File: config.mk
export PLATFORM = sky130hd
export DESIGN_NAME = mul_err_sweep_ctrl
export DESIGN_NICKNAME = d
export VERILOG_FILES = /design/src/rtl/mul_err_pkg.sv /design/src/rtl/mul_err_accum.sv /design/src/rtl/mul_err_sweep_ctrl.sv
export SDC_FILE = /design/constraint.sdc
export NUM_CORES = 1
export LEC_CHECK = 0
export CAP_MARGIN = 25
export CORE_MARGIN = 2
export CORE_UTILIZATION = 45
export CTS_BUF_LIST = sky130_fd_sc_hd__clkbuf_16
export DETAILED_ROUTE_END_ITERATION = 16
export HOLD_SLACK_MARGIN = 0.15
export PLACE_DENSITY = 0.74
export RECOVER_POWER = 25
export SLEW_MARGIN = 20
export SYNTH_ARGS = -nofsm -noshare
export SYNTH_HDL_FRONTEND = slang
export SYNTH_SLANG_ARGS = --single-unit
File: constraint.sdc
create_clock -name clk -period 9.8 [get_ports clk]
set_input_delay 1.47 -clock clk [delete_from_list [all_inputs] [get_ports clk]]
set_output_delay 1.47 -clock clk [all_outputs]
set_load 0.01 [all_outputs]
File: src/rtl/mul_err_pkg.sv
// Shared widths and FSM state type for the multiplier error sweep controller.
package mul_err_pkg;

   localparam int unsigned OP_W   = 8;
   localparam int unsigned PROD_W = 16;
   localparam int unsigned ERR_W  = 17;
   localparam int unsigned CNT_W  = 17;
   localparam int unsigned SUM_W  = 33;
   localparam int unsigned SQ_W   = 48;

   typedef enum logic [1:0] {
      IDLE  = 2'd0,
      SWEEP = 2'd1,
      DRAIN = 2'd2
   } state_e;

endpackage

File: src/rtl/mul_err_accum.sv
// Error register plus the four error statistics accumulators.
module mul_err_accum
   import mul_err_pkg::*;
(
   input  logic                     clk,
   input  logic                     rst_n,
   input  logic                     clr,
   input  logic                     en,
   input  logic [PROD_W-1:0]        exact,
   input  logic [PROD_W-1:0]        approx,
   output logic [CNT_W-1:0]         err_cnt,
   output logic [PROD_W-1:0]        max_err,
   output logic signed [SUM_W-1:0]  sum_err,
   output logic [SQ_W-1:0]          sum_sq_err
);

   logic signed [ERR_W-1:0] err_q, err_d;
   logic [CNT_W-1:0]        cnt_q, cnt_d;
   logic [PROD_W-1:0]       max_q, max_d;
   logic signed [SUM_W-1:0] sum_q, sum_d;
   logic [SQ_W-1:0]         sq_q, sq_d;
   logic [PROD_W-1:0]       abs_c;
   logic [2*PROD_W-1:0]     sq_c;

   // The accumulators consume the err value registered on the previous enabled edge.
   always_comb begin
      abs_c = err_q[ERR_W-1] ? PROD_W'(-err_q) : PROD_W'(err_q);
      sq_c  = (2*PROD_W)'(abs_c) * (2*PROD_W)'(abs_c);
      err_d = err_q;
      cnt_d = cnt_q;
      max_d = max_q;
      sum_d = sum_q;
      sq_d  = sq_q;
      if (clr) begin
         err_d = '0;
         cnt_d = '0;
         max_d = '0;
         sum_d = '0;
         sq_d  = '0;
      end else if (en) begin
         err_d = ERR_W'({1'b0, exact}) - ERR_W'({1'b0, approx});
         cnt_d = cnt_q + CNT_W'(err_q != '0);
         max_d = (abs_c > max_q) ? abs_c : max_q;
         sum_d = sum_q + SUM_W'(err_q);
         sq_d  = sq_q + SQ_W'(sq_c);
      end
   end

   always_ff @(posedge clk) begin
      if (!rst_n) begin
         err_q <= '0;
         cnt_q <= '0;
         max_q <= '0;
         sum_q <= '0;
         sq_q  <= '0;
      end else begin
         err_q <= err_d;
         cnt_q <= cnt_d;
         max_q <= max_d;
         sum_q <= sum_d;
         sq_q  <= sq_d;
      end
   end

   assign err_cnt    = cnt_q;
   assign max_err    = max_q;
   assign sum_err    = sum_q;
   assign sum_sq_err = sq_q;

endmodule

File: src/rtl/mul_err_sweep_ctrl.sv
// Sweeps all operand pairs through an external multiplier and gathers error statistics.
module mul_err_sweep_ctrl #(
   parameter int unsigned MUL_LAT = 0,
   parameter int unsigned OP_W    = 8
) (
   input  logic                                 clk,
   input  logic                                 rst_n,
   input  logic                                 start,
   input  logic                                 abort,
   output logic [OP_W-1:0]                      mul_a,
   output logic [OP_W-1:0]                      mul_b,
   input  logic [2*OP_W-1:0]                    mul_p,
   output logic                                 busy,
   output logic                                 done,
   output logic [mul_err_pkg::CNT_W-1:0]        err_cnt,
   output logic [mul_err_pkg::PROD_W-1:0]       max_err,
   output logic signed [mul_err_pkg::SUM_W-1:0] sum_err,
   output logic [mul_err_pkg::SQ_W-1:0]         sum_sq_err
);

   import mul_err_pkg::*;

   localparam int unsigned IDX_W  = 2 * OP_W;
   localparam int unsigned DEPTH  = MUL_LAT + 1;
   localparam int unsigned DCNT_W = $clog2(MUL_LAT + 2);

   state_e            state_q, state_d;
   logic [IDX_W-1:0]  idx_q, idx_d;
   logic [DCNT_W-1:0] dcnt_q, dcnt_d;
   logic              busy_q, busy_d;
   logic              done_q, done_d;
   logic [OP_W-1:0]   a_q [DEPTH];
   logic [OP_W-1:0]   a_d [DEPTH];
   logic [OP_W-1:0]   b_q [DEPTH];
   logic [OP_W-1:0]   b_d [DEPTH];
   logic              v_q [DEPTH];
   logic              v_d [DEPTH];
   logic              accept_c;
   logic              en_c;
   logic [IDX_W-1:0]  exact_c;
   logic [IDX_W-1:0]  approx_c;

   // Stage 0 of the delay line is the registered operand output itself.
   always_comb begin
      state_d = state_q;
      idx_d   = idx_q;
      dcnt_d  = dcnt_q;
      done_d  = 1'b0;
      a_d[0]  = '0;
      b_d[0]  = '0;
      v_d[0]  = 1'b0;
      for (int unsigned i = 1; i < DEPTH; i++) begin
         a_d[i] = a_q[i-1];
         b_d[i] = b_q[i-1];
         v_d[i] = v_q[i-1];
      end

      unique case (state_q)
         IDLE: begin
            if (start) begin
               state_d = SWEEP;
               idx_d   = '0;
               v_d[0]  = 1'b1;
            end
         end
         SWEEP: begin
            if (abort) begin
               state_d = IDLE;
            end else if (idx_q == '1) begin
               state_d = DRAIN;
               dcnt_d  = '0;
            end else begin
               idx_d  = idx_q + IDX_W'(1);
               a_d[0] = idx_d[IDX_W-1:OP_W];
               b_d[0] = idx_d[OP_W-1:0];
               v_d[0] = 1'b1;
            end
         end
         DRAIN: begin
            if (!abort) begin
               done_d = (dcnt_q == DCNT_W'(MUL_LAT));
               if (dcnt_q == DCNT_W'(MUL_LAT + 1)) begin
                  state_d = IDLE;
               end else begin
                  dcnt_d = dcnt_q + DCNT_W'(1);
               end
            end else begin
               state_d = IDLE;
            end
         end
         default: state_d = IDLE;
      endcase

      // Aborting discards everything still in flight.
      if (state_q != IDLE && abort) begin
         for (int unsigned i = 0; i < DEPTH; i++) begin
            a_d[i] = '0;
            b_d[i] = '0;
            v_d[i] = 1'b0;
         end
      end

      busy_d = (state_d != IDLE);
   end

   always_ff @(posedge clk) begin
      if (!rst_n) begin
         state_q <= IDLE;
         idx_q   <= '0;
         dcnt_q  <= '0;
         busy_q  <= 1'b0;
         done_q  <= 1'b0;
         for (int unsigned i = 0; i < DEPTH; i++) begin
            a_q[i] <= '0;
            b_q[i] <= '0;
            v_q[i] <= 1'b0;
         end
      end else begin
         state_q <= state_d;
         idx_q   <= idx_d;
         dcnt_q  <= dcnt_d;
         busy_q  <= busy_d;
         done_q  <= done_d;
         for (int unsigned i = 0; i < DEPTH; i++) begin
            a_q[i] <= a_d[i];
            b_q[i] <= b_d[i];
            v_q[i] <= v_d[i];
         end
      end
   end

   // Idle pipeline slots feed zero into both sides so they add nothing.
   always_comb begin
      accept_c = (state_q == IDLE) && start;
      en_c     = (state_q != IDLE);
      exact_c  = '0;
      approx_c = '0;
      if (v_q[MUL_LAT]) begin
         exact_c  = IDX_W'(a_q[MUL_LAT]) * IDX_W'(b_q[MUL_LAT]);
         approx_c = mul_p;
      end
   end

   mul_err_accum u_accum (
      .clk        (clk),
      .rst_n      (rst_n),
      .clr        (accept_c),
      .en         (en_c),
      .exact      (exact_c),
      .approx     (approx_c),
      .err_cnt    (err_cnt),
      .max_err    (max_err),
      .sum_err    (sum_err),
      .sum_sq_err (sum_sq_err)
   );

   assign mul_a = a_q[0];
   assign mul_b = b_q[0];
   assign busy  = busy_q;
   assign done  = done_q;

endmodule
Yosys cells after proc, flatten, opt, wreduce, memory -nomap -nowiden
Memory sizes are Yosys's and may differ from the RTL's.
Cells that the tools add are included.
{ "word_totals": {"ff_bits": 152, "output_inout_bits": 132, "n_memories": 3, "mem_bits_rw": 17} }
{ "classes": {"n_mul": 2, "magnitude_cmp": 1, "mux": 39, "n_addsub": 7, "bitwise": 3, "eq_ne": 8, "n_reduce_logical": 16} }
{ "mem_list": {"columns": ["memory", "words", "width", "read_ports", "rd_ports_with_merged_regs", "wr", "line_no", "text"], "rows": [
  ["a_q", 1, 8, 1, 0, 1, "mul_err_sweep_ctrl.sv:32", "logic [OP_W-1:0] a_q [DEPTH];"],
  ["b_q", 1, 8, 1, 0, 1, "mul_err_sweep_ctrl.sv:34", "logic [OP_W-1:0] b_q [DEPTH];"],
  ["v_q", 1, 1, 1, 0, 1, "mul_err_sweep_ctrl.sv:36", "logic v_q [DEPTH];"]
]} }
{ "op_table": {"columns": ["cell", "n"], "rows": [
  ["16-bit 2-to-1 mux", 6],
  ["8-bit 2-to-1 mux", 10],
  ["48-bit by 32-bit adder with 48-bit output", 1],
  ["33-bit by 17-bit adder with 33-bit output", 1],
  ["16-bit by 16-bit multiplier with 32-bit output", 1],
  ["16-bit one-hot mux with 2 select lines", 1],
  ["17-bit by 1-bit adder with 17-bit output", 1],
  ["17-bit nonzero test", 1],
  ["16-bit by 16-bit subtractor with 17-bit output", 1],
  ["16-bit by 1-bit adder with 16-bit output (second input constant)", 1],
  ["16-bit == test (second input constant)", 1],
  ["16-bit > comparator", 1],
  ["8-bit by 8-bit multiplier with 16-bit output", 1],
  ["16-bit negator", 1],
  ["8-bit OR reduction", 2],
  ["1-bit 2-to-1 mux", 14],
  ["2-bit 2-to-1 mux", 5],
  ["2-bit inequality test (second input constant)", 5],
  ["4-bit AND reduction", 2],
  ["2-bit nonzero test", 4],
  ["2-bit one-hot mux with 3 select lines", 1],
  ["1-bit one-hot mux with 2 select lines", 2],
  ["1-bit NOT", 3],
  ["3-bit OR reduction", 1],
  ["8 further kinds", 9]
]} }

Logic depth before layout (Yosys ltp)
{ "logic_depth": {"depth_word": 6, "ltp_mapped": 31, "mapped_depth_nobuf": 31} }

Hierarchy
Synthesis repeated with hierarchy kept, for this count alone.
{ "unflattened": {"cells_unflattened": 2409, "area_unflattened_um2": 20384.6} }
{ "by_module_without_submodules": {"columns": ["module", "n_inst", "area_per_inst_um2", "cells_per_inst"], "rows": [
  ["mul_err_accum", 1, 16608.4, 1989],
  ["mul_err_sweep_ctrl", 1, 3776.1, 420]
]} }

Worst setup path before layout
No wires, ideal clock.
{ "synth_timing": {"path_type": "register -> register", "from": "register u_accum.err_q[0]", "to": "register u_accum.sq_q[31], in the netlist u_accum.sum_sq_err[31]", "setup_ns": 0.124, "arrival_ns": 7.232, "path_buffers": 0, "path_slack_ns": 2.444, "stages_incl_launch_ff": 28, "cell_sequence": "dfxtp_1 inv_2 ha_1 nand2_1 or3_4 o31ai_1 xor2_1 clkinv_1 nand2_1 fa_1 fa_1 fa_1 inv_1 fa_1 fa_1 inv_1 fa_1 inv_1 ha_1 o21ai_0 or3_1 a21oi_2 or2_4 o41ai_4 o21ai_2 a221oi_2 xor2_1 o21ai_1"} }
{ "synth_between": {"elab_chain_len": 4} }
{ "synth_lines": {"columns": ["item", "line_no", "text"], "rows": [
  ["start: declaration", "mul_err_accum.sv:17", "logic signed [ERR_W-1:0] err_q, err_d;"],
  ["start signal: assignment", "mul_err_accum.sv:57", "err_q <= err_d;"],
  ["16-bit negator", "mul_err_accum.sv:27", "abs_c = err_q[ERR_W-1] ? PROD_W'(-err_q) : PROD_W'(err_q);"],
  ["16-bit 2-to-1 mux", "mul_err_accum.sv:27", null],
  ["named net u_accum.abs_c[8]", "mul_err_accum.sv:22", "logic [PROD_W-1:0] abs_c;"],
  ["16-bit by 16-bit multiplier with 32-bit output", "mul_err_accum.sv:28", "sq_c = (2*PROD_W)'(abs_c) * (2*PROD_W)'(abs_c);"],
  ["48-bit by 32-bit adder with 48-bit output", "mul_err_accum.sv:45", "sq_d = sq_q + SQ_W'(sq_c);"],
  ["end signal: assignment", "mul_err_accum.sv:61", "sq_q <= sq_d;"],
  ["end: declaration", "mul_err_accum.sv:21", "logic [SQ_W-1:0] sq_q, sq_d;"]
]} }
The timed path passes the listed nets, and every way through them passes these cells.
A chain may end at the register's enable or synchronous reset.

Worst setup path after layout
{ "layout_timing": {"from": "register u_accum.err_q[0]", "to": "register u_accum.sq_q[46], in the netlist u_accum.sum_sq_err[46]"} }
Same word-level chain as after synthesis.

==> results.yml <==
status:
  outcome: "complete, but fails checks"
  violations: "max-capacitance violations, max-slew violations"
pwr:
  seq_power_share_pct: 35.8
  pwr-share-comb_pct: 30.7
  p_sw_share_pct: 35.75
  p_sw_w: 0.0007378
  pwr-share-clk_pct: 33.5
  power_density_nw_per_um2: 92.80
  intPower_w: 0.001326
  irDropWorstVdd_uv: 209.1
  p_leak_nw: 11.01
critical_path:
  cp-start-kind: "flop"
  path_max_fanout: 14
  endpoint_kind: "flop"
  cp.arrival_ps: 9310
  required_ps: 10130
  critPathKind: "reg2reg"
  cpPeakStageDelay_ps: 650
  cp_slowest_cell: "xor2_1"
drt:
  postRouteAntennaNets: 0
  drc: 0
  drtIter0Drc: 918
  via_per_inst: 5.284
  routed-via-count: 16250
  routed_wirelength_mm: 50.17
  dr.pass1.iters: 7
  wl_per_cell_um: 16.31
global_route:
  grt_pass1_wl_mm: 84.13
  antenna_found_initial: 3
  grtUsageTotal_pct: 23.55
  overflow: 0
  grt_max_degree: 81
  grt_pass1_vias: 17030
synthesis:
  async_reset_ff_share_pct: 0
  synth_warnings: 0
  synth_nets: 2813
  synthCells: 2353
  netlist_area_um2: 19520
  ys_seq_area_share_pct: 17.33
  ys_ff_latch: 169
  synth_edf_count: 0
  synth_cell_type_count: 83
  synth_area_per_cell_um2: 8.295
  synth_ff_type: "dfxtp_1"
final_layout:
  drive_above_1_share_pct: 3.537
  fin_util_pct: 51.74
  final_cells: 3075
  layout.nets: 2935
  syn2layout_area_growth_pct: 13.94
cts:
  cts_made_buffers: 17
  post_cts_buffers: 0
  cts_max_path_buffers: 2
  cts.sinks: 169
  worstSkewPairLatency_ps: 460
  cts.repair.resized: 0
  cts_root_buf: "clkbuf_16"
  cts-hold-fix-buffers: 0
  cts_tree: "done"
  clk_transition_reported_paths_ps: 70
  htree_levels: 4
placed_design:
  dp_hpwl_mm: 39.70
  dp_slack_ps: 872.8
  portBuffers: 151
  gp_congestion: 0.9391
  dpl.cell_count: 3040
sta:
  max_clock_freq_mhz: 111.4
  period_share_pct: 91.58
  period_needed_ps: 8975
  drv_slew: 18
  max_slew_margin_pct: -37.52
  setup_violations: 0
  setup_tns_ps: 0
  fin_worst_skew_ps: 14.63
  rsz0062_at_grt: "no"
  finalHoldViolCount: 0
  timing.hold.ws_ps: 474.6
  worst_slew_pin_slew_ps: 2047
  setup_ws_ps: 825.3
floorplanning:
  rows: 76
  die-area_um2: 45050
  die_h_um: 212.3
  initial_core_util_pct: 45.41
  io_pins: 152
  coreArea_um2: 42980
  die_x_um: 212.3
worst_hold_path:
  hp-class: "reg2reg"
job:
  maxCapViolCount: 1
layout by cell type (no fill, tap or decap), drive strengths merged, types with 54 or more instances in the layout:
cell / synthesis / routed
inv: 400 / 404
nand2: 302 / 302
fa: 230 / 230
nor2: 213 / 213
ha: 210 / 210
dfxtp: 169 / 169
a21oi: 149 / 149
clkdlybuf4s50: 0 / 78
xnor2: 74 / 74
dlygate4sd3: 0 / 73
o21ai: 66 / 66
a21o: 57 / 57
xor2: 54 / 54
cell families (layout without fill, tap and decap cells):
family	count (synthesis)	count (layout)	synth area share, %
AND/OR/NAND/NOR	749	749	17.40
buffers and inverters	470	605	9.129
adder cells (fa/ha/maj)	440	440	37.05
AO/OA/AOI/OAI	396	396	13.21
flip-flops	169	169	17.33
XOR/XNOR	128	128	5.821
multiplexers	1	1	0.05129
other	0	2	0
cell type report:
cell class	instances	area, um2
diodes	2	5.005
repair buffers	168	1647
fillers	3984	20740
multi-input cells	1714	14380
inverters	405	1520
flip-flops and latches	169	3383
clock inverters	15	150.1
well taps	585	732.0
clock buffers	17	425.4
per-layer routing:
layer | share of wire (%) | global-route usage (%)
met5 | 0.026 | 0
met4 | 3.7 | 9.959
met3 | 6.0 | 4.402
met2 | 47 | 40.11
met1 | 43 | 29.26
worst max-delay path, delay by kind of cell (launching register included):
kind                       cells  cell delay [ps]
adders and majority gates      8             3430
AOI/OAI and AO/OA              4             1220
xor gates and xnor gates       3              950
and+or+nand+nor                8             1830
DFF                            1              480
buffers and inverters          7              900
power by group through the flow:
stage	Clock (W)	Sequential [W]	Combinational, W
final	0.000691	0.000739	0.000633
after global routing	0.000730	0.000742	0.000713
after CTS	0.000708	0.000739	0.000635
after detailed placement	0	0.000755	0.000630
after global placement	0	0.000755	0.000609
after floorplan	0	0.000746	0.000444
path summary, 6_finish.rpt:
path,from,to,slack (ps),cells past startpoint
max,u_accum.err_q[0]$_SDFFE_PP0N_,u_accum.sum_sq_err[46]$_SDFFE_PP0N_,830,30
min,u_accum.sum_err[18]$_SDFFE_PP0N_,u_accum.sum_err[18]$_SDFFE_PP0N_,470,2
max reg2reg,u_accum.err_q[0]$_SDFFE_PP0N_,u_accum.sum_sq_err[46]$_SDFFE_PP0N_,830,30
min reg2reg,u_accum.sum_err[18]$_SDFFE_PP0N_,u_accum.sum_err[18]$_SDFFE_PP0N_,470,2
through the flow:
step           total power, W  cell area (um2)
2_1_floorplan        0.001190            19520
3_3_place_gp         0.001364            21660
3_5_place_dp         0.001385            21660
4_1_cts              0.002082            22230
5_1_grt              0.002185            22230
6_report             0.002064            22240
registers in the layout, indices dropped and copies added (netlist names), 2 cells and up:
name,flops
a_q,8
u_accum.err_cnt,17
u_accum.sum_sq_err,48
u_accum.sum_err,33
idx_q,16
b_q,8
state_q,2
u_accum.max_err,16
u_accum.err_q,17
synth_stat cells, drive strengths merged (40+ instances only):
master / count / area, um2
a21o: 57 / 429.2
a21oi: 149 / 764.5
and2: 48 / 300.3
clkbuf: 43 / 163.9
dfxtp: 169 / 3383
fa: 230 / 4604
ha: 210 / 2628
inv: 400 / 1501
nand2: 302 / 1134
nand3: 40 / 200.2
nor2: 213 / 802.0
o21ai: 66 / 334.1
xnor2: 74 / 655.6
xor2: 54 / 480.5
Note: power is estimated with default switching activity, not from simulation.
==> RTL edit 1: new RTL, same flow settings <==
The package constant `ERR_W` goes from 17 to 13.
--- a/src/rtl/mul_err_pkg.sv
+++ b/src/rtl/mul_err_pkg.sv
@@ -3,7 +3,7 @@
 
    localparam int unsigned OP_W   = 8;
    localparam int unsigned PROD_W = 16;
-   localparam int unsigned ERR_W  = 17;
+   localparam int unsigned ERR_W  = 13;
    localparam int unsigned CNT_W  = 17;
    localparam int unsigned SUM_W  = 33;
    localparam int unsigned SQ_W   = 48;
Formal check against the unedited RTL: not equivalent (a bounded check fails within 4 cycles, from zero or initial values and one cycle with rst_n low).
==> RTL edit 1 against the unedited design <==
  * The flow still finishes with violations (max-capacitance violations, max-slew violations)
  * Worst setup slack gained 0.52 ns
  * Global-route usage decreased by 1.6 points
  * Clock skew down 0.0069 ns
  * Final area fell by 2.2%
  * Synthesized area decreased by 3.5%
  * Non-clock buffer count stayed put
  * Sequential cell count down 4
  * Wire length decreased by 7.6%
  * Critical path depth down 4
  * Critical path type unchanged
  * Highest routed layer is now met4
Power is not compared: it rests on default switching activity, and its combinational part moved more than twofold at a synthesized area within 25%.
==> RTL edit 1: results <==
[status]
status = complete, but fails checks
violations = max-capacitance violations, max-slew violations

[global_route]
grt_use_met1 = 0.272
antenna_found_initial = 2
grt.total_usage = 0.219
grtUsageMet2 = 0.381
grt.met3_usage = 0.0428
grt_pass1_vias = 15900

[place]
place_congestion = 0.923
portBuffers = 148

[timing]
layout_setup_ws_ns = 1.34
drv_slew = 33
worstMarginPinSlew_ns = 1.69
worst_clock_skew_ns = 0.00768

[route]
post_drt_wl_per_cell_um = 15.7
maxUsedRoutingLayer = met4
wl_met1_mm = 19.5
drt_iter0_markers = 885
dr_wl_met3_mm = 2.78

[setup_path]
crit_path_top_delay_cell = or4_4
timing.critical_path.buf_inv = 5
worstPathArrival_ns = 8.82
worstReg2RegStart = u_accum.err_q[2]
timing.rr.end = u_accum.sum_sq_err[40]

[finish]
n_antenna_cell = 0
nNetsFinal = 2859

[logic_synthesis]
synthXorXnorAreaFrac = 0.0539
synthTopCellsByCount = 401 x inv_1, 249 x nand2_1, 230 x fa_1
synth-seq-area-share = 0.175
synth.area.mux_share = 0.00744
synth_cell_types = 82
ys_top_cells_by_area = fa_1 24%, dfxtp_1 18%, ha_1 13%, inv_1 8.0%, nand2_1 5.0%
synth_compound_area_frac = 0.122

[hold_path]
hold_path_startpoint = u_accum.max_err[14]

[flow_run]
drv_cap = 1
-- RTL edit 1: changes by cell type after synthesis, moves of 13 or more --
cell / before / now
nor2_1: 212 / 132
nand2_1: 302 / 249
a21o_1: 56 / 37
and2_1: 48 / 67
clkbuf_1: 41 / 60
a21oi_1: 146 / 132
ha_1: 210 / 196
a211oi_1: 36 / 23
mux2i_1: 1 / 14
-- RTL edit 1: how the worst min path moves through the flow --
stage / to / slack, ns / depth (start not counted)
2_1_floorplan: u_accum.err_q[1] / 0.45 / 2
3_3_place_gp: u_accum.sum_sq_err[0] / 0.46 / 2
3_5_place_dp: u_accum.max_err[14] / 0.46 / 2
4_1_cts: u_accum.max_err[14] / 0.47 / 2
5_1_grt: u_accum.max_err[14] / 0.51 / 2
6_report: u_accum.max_err[14] / 0.47 / 2
-- RTL edit 1: per-stage QoR --
stage | hold WS, ns | instances | cell area, um2
6_report | 0.469 | 2958 | 21800
3_5_place_dp | 0.464 | 2926 | 21100
3_3_place_gp | 0.459 | 2925 | 21100
5_1_grt | 0.505 | 2958 | 21800
4_1_cts | 0.474 | 2958 | 21800
2_1_floorplan | 0.449 | 2306 | 19100
-- RTL edit 1: power groups by stage --
| stage | logic (mW) | registers [mW] | clock network, mW |
|---|---|---|---|
| after detailed placement | 2.42 | 0.752 | 0 |
| after CTS | 2.45 | 0.737 | 0.740 |
| after global placement | 2.38 | 0.751 | 0 |
| after floorplan | 1.93 | 0.748 | 0 |
| final | 2.48 | 0.735 | 0.729 |
| after global routing | 2.81 | 0.739 | 0.768 |
-- RTL edit 1: cell type report --
type	instances	area, um2
Clock inverter	15	195
Timing Repair Buffer	168	1640
Inverter	401	1510
Tap cell	532	666
Multi-Input combinational cell	1660	14000
Fill cell	3764	19400
Sequential cell	165	3300
Clock buffer	17	425
==> RTL edit 2: new RTL, config.mk and constraints unchanged <==
Without the edit above. Remove the register `busy_q`: a continuous assignment takes its place, so the output `busy` follows one clock earlier.
--- a/src/rtl/mul_err_sweep_ctrl.sv
+++ b/src/rtl/mul_err_sweep_ctrl.sv
@@ -108,7 +108,6 @@
          state_q <= IDLE;
          idx_q   <= '0;
          dcnt_q  <= '0;
-         busy_q  <= 1'b0;
          done_q  <= 1'b0;
          for (int unsigned i = 0; i < DEPTH; i++) begin
             a_q[i] <= '0;
@@ -119,7 +118,6 @@
          state_q <= state_d;
          idx_q   <= idx_d;
          dcnt_q  <= dcnt_d;
-         busy_q  <= busy_d;
          done_q  <= done_d;
          for (int unsigned i = 0; i < DEPTH; i++) begin
             a_q[i] <= a_d[i];
@@ -128,6 +126,8 @@
          end
       end
    end
+
+   assign busy_q = busy_d;
 
    // Idle pipeline slots feed zero into both sides so they add nothing.
    always_comb begin
Formal check against the unedited RTL: not equivalent (a bounded check fails within 4 cycles, from zero or initial values and one cycle with rst_n low).
==> RTL edit 2 against the unedited design <==
  * The flow still finishes with violations (max-capacitance violations, max-slew violations)
  * Final area is 0.84% higher
  * Clock skew is 0.0020 ns higher
  * Hold slack barely moved
  * Sequential cell count is 1 lower
  * Synthesized area rose by 1.4%
  * Sequential share of layout area decreased by 0.22 points
  * Via count up 4.1%
  * Worst setup slack better by 0.014 ns
  * Count of clock-buffer cells in the layout unchanged
  * Total power decreased by 1.1%
  * Maximum frequency grew 0.16%
  * Non-clock buffer count up 2
  * Wire length increased by 5.3%
  * Critical endpoint is now u_accum.sum_sq_err[45]
  * Largest power group unchanged
==> RTL edit 2: results <==
[status]
status = complete, but fails checks
violations = max-capacitance violations, max-slew violations

[route]
met2_length_mm = 24.8
via_per_inst = 5.37
post_drt_wl_per_cell_um = 16.8
drt_iter0_markers = 1058
vias = 16900
dr_wl_met3_mm = 3.84
maxUsedRoutingLayer = met4
ant_nets = 0
wl_met1_mm = 22.6

[global_route]
grtUsageMet2 = 0.411
grt_max_degree = 72
grt.met3_usage = 0.0491
antenna_found_initial = 0
grt.total_usage = 0.245
grt_pass1_vias = 17600
grt_use_met1 = 0.314
grt_pass1_wl_mm = 88.3

[place]
place_area_um2 = 21900
place_congestion = 0.958
place_inst = 3114
place_ws_ns = 1.14
hpwlAfterDp_mm = 41.9

[hold_path]
hold_end = u_accum.sum_err[31]
hold_path_startpoint = u_accum.sum_err[31]
hold_path_class = flop to flop

[timing]
fmax_ghz = 0.112
fin_hold_ws_ns = 0.474
drv_slew = 44
worst_clock_skew_ns = 0.0167
relSlewSlack = -0.187

[logic_synthesis]
synth-seq-area-share = 0.170
synthTopCellsByCount = 428 x inv_1, 299 x nand2_1, 231 x fa_1
synth.area.mux_share = 0.00209
avgSynthCellArea_um2 = 8.10
synthArstFlopShare = 0
synth_cell_types = 67
ys_top_cells_by_area = fa_1 23%, dfxtp_1 17%, ha_1 13%, inv_1 8.1%, nand2_1 5.7%
synthAdderAreaFrac = 0.367
synthXorXnorAreaFrac = 0.0571

[setup_path]
crit_path_top_delay_cell = o31ai_1
rr_worst_depth = 26
worstPathArrival_ns = 9.24
cp_slowest_stage_delay_ns = 0.85
crit_end = u_accum.sum_sq_err[45]
path_max_fanout = 14

[power]
ir_worst_vdd_uv = 140
leakage_nw = 11.1

[cts]
cts_buffers = 17

[finish]
nNetsFinal = 3010
n_antenna_cell = 0
drive_gt1_frac = 0.0254
fillers = 4064
utilization = 0.518

[flow_run]
drv_cap = 1
==> RTL edit 2: cell count changes after synthesis, moves of 5 or more <==
cell      before  now
a211oi_1      36   29
and3_1        17   22
a21o_1        56   51
o21ai_0       62   92
nand3b_1      11    6
nand4_1       14   24
xnor2_1       73   68
nor2_1       212  221
inv_1        395  428
buf_2          6    0
nand3_1       40   46
a41o_1         5    0
xor2_1        53   61
clkbuf_1      41   71
==> RTL edit 2: area by class of cell <==
cell class,instances,share of cell area
repair buffers,170,0.0739
well taps,585,0.0326
inverters,432,0.0723
clock buffers,17,0.0190
multi-input cells,1760,0.646
clock inverters,15,0.00575
flip-flops and latches,168,0.150
==> RTL edit 2: power by group <==
part | switching [mW] | internal (mW) | total [mW]
Combinational | 0.414 | 0.242 | 0.656
Sequential | 0.0260 | 0.702 | 0.728
Clock | 0.309 | 0.349 | 0.657
Total | 0.749 | 1.29 | 2.04
